File: src/rtl/register_file_pkg.sv
// rtl/register_file_pkg.sv - constants and ALU control encodings shared by the LEGv8 datapath and bench
package register_file_pkg;

  localparam logic [4:0] XZR_ADDR  = 5'd31;
  localparam int         REG_COUNT = 32;
  localparam int         WIDTH     = 64;

  typedef enum logic [3:0] {
    ALU_AND   = 4'b0000,
    ALU_OR    = 4'b0001,
    ALU_ADD   = 4'b0010,
    ALU_SUB   = 4'b0110,
    ALU_PASSB = 4'b0111
  } aluCtlT;

endpackage

File: src/rtl/register_file_read_port.sv
// rtl/register_file_read_port.sv - one combinational read port: address decode, XZR mux, write bypass
module register_file_read_port #(
  parameter int WIDTH      = register_file_pkg::WIDTH,
  parameter int DEPTH_LOG2 = 5,
  parameter bit BYPASS     = 1'b1
) (
  input  logic [DEPTH_LOG2-1:0] addr,
  input  logic [WIDTH-1:0]      regs [2**DEPTH_LOG2],
  input  logic [DEPTH_LOG2-1:0] writeAddr,
  input  logic                  writeHit,
  input  logic [WIDTH-1:0]      writeData,
  output logic [WIDTH-1:0]      data
);
  import register_file_pkg::*;

  localparam logic [DEPTH_LOG2-1:0] XzrAddr = DEPTH_LOG2'(XZR_ADDR);

  // writeHit already excludes XZR, but the XZR check still comes first so X31 can never leak data
  always_comb begin
    data = regs[addr];
    if (addr == XzrAddr) begin
      data = '0;
    end else if (BYPASS && writeHit && (addr == writeAddr)) begin
      data = writeData;
    end
  end

endmodule

File: src/rtl/register_file.sv
// rtl/register_file.sv - 32 x 64 LEGv8 register file: two combinational reads, one write, X31 = zero
module register_file #(
  parameter int WIDTH      = register_file_pkg::WIDTH,
  parameter int DEPTH_LOG2 = 5,
  parameter bit BYPASS     = 1'b1
) (
  input  logic                  Clk,
  input  logic                  Reset,
  input  logic [DEPTH_LOG2-1:0] RA,
  input  logic [DEPTH_LOG2-1:0] RB,
  input  logic [DEPTH_LOG2-1:0] RW,
  input  logic                  RegWr,
  input  logic [WIDTH-1:0]      BusW,
  output logic [WIDTH-1:0]      BusA,
  output logic [WIDTH-1:0]      BusB,
  input  logic [DEPTH_LOG2-1:0] DbgRA,
  output logic [WIDTH-1:0]      DbgData
);
  import register_file_pkg::*;

  localparam int                    RegCount = 2 ** DEPTH_LOG2;
  localparam logic [DEPTH_LOG2-1:0] XzrAddr  = DEPTH_LOG2'(XZR_ADDR);

  logic [WIDTH-1:0] regs [RegCount];
  logic             writeHit;

  assign writeHit = RegWr && (RW != XzrAddr);

  // Entry 31 is cleared by reset and never written, so it stays zero as well
  always_ff @(posedge Clk or posedge Reset) begin
    if (Reset) begin
      for (int i = 0; i < RegCount; i++) begin
        regs[i] <= '0;
      end
      DbgData <= '0;
    end else begin
      if (writeHit) begin
        regs[RW] <= BusW;
      end
      DbgData <= (DbgRA == XzrAddr) ? '0 : regs[DbgRA];
    end
  end

  register_file_read_port #(
    .WIDTH(WIDTH), .DEPTH_LOG2(DEPTH_LOG2), .BYPASS(BYPASS)
  ) portA (
    .addr(RA), .regs(regs), .writeAddr(RW), .writeHit(writeHit),
    .writeData(BusW), .data(BusA)
  );

  register_file_read_port #(
    .WIDTH(WIDTH), .DEPTH_LOG2(DEPTH_LOG2), .BYPASS(BYPASS)
  ) portB (
    .addr(RB), .regs(regs), .writeAddr(RW), .writeHit(writeHit),
    .writeData(BusW), .data(BusB)
  );

endmodule
File: config.mk
export PLATFORM = sky130hd
export DESIGN_NAME = register_file
export DESIGN_NICKNAME = d
export VERILOG_FILES = /design/src/rtl/register_file_pkg.sv /design/src/rtl/register_file_read_port.sv /design/src/rtl/register_file.sv
export SDC_FILE = /design/constraint.sdc
export NUM_CORES = 2
export LEC_CHECK = 0
export CAP_MARGIN = 40
export CORE_UTILIZATION = 55
export DETAILED_ROUTE_END_ITERATION = 10
export PLACE_DENSITY = 0.76
export SLEW_MARGIN = 30
export SYNTH_ARGS = -nofsm -noshare
export SYNTH_HDL_FRONTEND = slang
export SYNTH_HIERARCHICAL = 1
export SYNTH_SLANG_ARGS = --single-unit
File: constraint.sdc
create_clock -name Clk -period 95 [get_ports Clk]
set_input_delay 14.25 -clock Clk [delete_from_list [all_inputs] [get_ports Clk]]
set_output_delay 14.25 -clock Clk [all_outputs]
set_load 0.05 [all_outputs]
==> results.yml <==
status:
  status: "finished clean"
timing:
  slew_violations: 0
  fin_crit_ps: 34010
  hold_violations: 0
  rsz0062_at_grt: "false"
  tightest_slew_ps: 1040
  finClkSkew_ps: 37.90
  min_period_over_period: 0.3579
  finalSetupViolCount: 0
  holdWs_ps: 417.3
  worst_slack_ps: 60990
  fmax_ghz: 0.02941
  relSlewSlack: 0.3068
  final.setup.tns_ps: 0
power_and_ir_drop:
  clock_power_share: 0.313
  seq_power_share: 0.428
  total_leakage_power_nw: 58.57
  swShare: 0.3005
  p_switching_uw: 868.4
  p_int_mw: 2.022
  p_comb_frac: 0.259
  power_density_mw_per_mm2: 20.54
  irDropWorstVdd_mv: 0.01887
clock_tree:
  htreeDepth: 4
  hold_buffers: 0
  cts_resized: 0
  clock_sinks: 2112
  post_cts_buffers: 0
  cts-root-buf: "clkbuf_16"
  cts_made_buffers: 217
  cts_tree: "built"
  cts.path.max_buffers: 3
  worst_skew_pair.late_latency_ps: 910
  cts.clk_slew.worst_paths_ps: 60
logic_synthesis:
  yosysWarnings: 6
  synth_ff_type: "dfrtp_1"
  ys_types: 57
  netlist_area_mm2: 0.1268
  postSynthAreaPerCell_um2: 15.12
  async_flop_share: 1.000
  synth_fp_nets: 8474
  synth-seq-cells: 2112
  synth_edf_count: 0
  netlist_instances: 8387
  yosysSeqAreaShare: 0.4168
routing:
  drtPass1Iterations: 8
  drt_iter0_drc: 12320
  viasPerCell: 7.861
  avgRoutedWirePerCell_um: 39.13
  drc: 0
  ant_nets: 0
  drt_wl_total_um: 445700
  vias: 89530
setup_path:
  cp.required_ps: 80750
  end_kind: "primary output"
  worstPathArrival_ps: 19760
  r2r-start: "regs[1600]$_DFFE_PP0P_"
  crit_fanout: 64
  rr_worst_depth: 4
  start_kind: "primary input"
  critPathKind: "primary input to primary output"
  worstReg2RegEnd: "DbgData[0]$_DFF_PP0_"
  ff2ff_setup_slack_ps: 92740
placed_design:
  io_buffer_count: 278
  placed_cells: 10960
  place_area_mm2: 0.1327
  hpwl_um: 247000
  place_congestion: 0.8462
  pre_cts_slack_ps: 60820
die:
  die_area_mm2: 0.2325
  coreArea_mm2: 0.2282
  initial_core_util: 0.5557
  die_w_um: 482.1
  rows: 175
  io_pins: 279
  fp.dieH_um: 482.1
layout:
  layout.area.seq_mm2: 0.05285
  final_cell_mix: "dfrtp_1, mux2_2, mux4_2, mux2i_1, o22ai_1"
  multi_input_area_mm2: 0.06942
  area_delta_synth_final_pct: 11.00
  final_area_mm2: 0.1407
  final_cells: 11390
  mostFrequentLayoutCell: "dfrtp_1"
  nNetsFinal: 8275
  drive_above_1_share: 0.5083
  fillers: 16430
global_routing:
  track_usage: 0.3842
  grt_antenna_before_repair: 36
  gr-total-overflow: 0
  grt_start_max_net_pins: 184
  grt_pass1_wl_um: 643800
  grt_pass1_vias: 90630
worst_hold_path:
  whs_path_depth: 0
  hold_path_class: "flop to flop"
  worstHoldEndpoint: "regs[29]$_DFFE_PP0P_"
  min_from: "regs[29]$_DFFE_PP0P_"
flow_run:
  drv_cap: 0
==> kinds of logic after synthesis <==
group,after synthesis,share of synthesized area
muxes,4034,0.4780
AOI/OAI and AO/OA,904,0.05512
DFF,2112,0.4168
xor gates and xnor gates,10,0.0006908
and+or+nand+nor,285,0.01083
buffers and inverters,1042,0.03852
==> worst max-delay path: stages <==
cell and delay [ps]:
buf_8 520, buf_4 580, buf_4 480, buf_12 280, buf_4 700, buf_4 740
mux4_2 350, mux2i_1 70, mux2_2 300, nand2_1 80, o2111a_1 320, clkdlybuf4s50_1 840
==> stage by stage <==
| stage | total power, mW | util |
|---|---|---|
| after floorplan | 1.770 | - |
| after global placement | 1.924 | 0.5723 |
| after detailed placement | 1.973 | 0.5816 |
| after CTS | 2.870 | 0.6143 |
| after global routing | 2.981 | 0.6168 |
| final | 2.890 | 0.6169 |
==> final cells by class <==
cell class | count | share of cell area
repair buffers | 621 | 0.05103
clock buffers | 327 | 0.04632
well taps | 3009 | 0.02675
flip-flops and latches | 2112 | 0.3755
clock inverters | 65 | 0.006605
inverters | 3 | 0.0002400
multi-input cells | 5233 | 0.4932
diodes | 19 | 0.0003378
==> sequential cells by signal, summed over array words and instances, names as in the netlist <==
name     flops
regs      2048
DbgData     64
==> cells in the mapped netlist (51+ instances only) <==
library cell / count / area share
clkbuf_1: 529 / 0.016
o22ai_1: 314 / 0.015
mux2_2: 2069 / 0.18
nor3_1: 62 / 0.0024
buf_4: 66 / 0.0039
mux2i_1: 509 / 0.040
o221ai_1: 62 / 0.0043
o21ai_0: 126 / 0.0050
mux4_2: 1405 / 0.25
nand2_1: 152 / 0.0045
mux2_1: 51 / 0.0045
o2111a_1: 126 / 0.011
a211oi_1: 64 / 0.0038
dfrtp_1: 2112 / 0.42
a22o_1: 123 / 0.0085
buf_2: 394 / 0.016
==> power groups by stage <==
stage	Clock, mW	Combinational [mW]	Sequential [mW]
3_3_place_gp	0	0.708	1.22
6_report	0.905	0.750	1.24
3_5_place_dp	0	0.734	1.24
2_1_floorplan	0	0.564	1.21
4_1_cts	0.908	0.738	1.22
5_1_grt	0.942	0.783	1.26
==> per-layer routing <==
layer	wire, um	up-vias	part of all wire	track usage
met4	32680	36	0.073	0.2396
li1	-	33300	-	-
met2	198500	7323	0.45	0.5692
met3	61330	1950	0.14	0.1345
met5	223	-	0.00050	0
met1	152900	46920	0.34	0.4848
==> worst max-delay path by stage <==
stage / end / from
final: BusB[41] / RB[0]
after global routing: BusB[41] / RB[0]
after CTS: BusB[45] / RB[0]
after detailed placement: BusB[40] / RB[0]
after global placement: BusB[44] / RB[0]
after floorplan: DbgData[0]$_DFF_PP0_ / Reset
No activity file was read; power rests on OpenSTA's default activity.
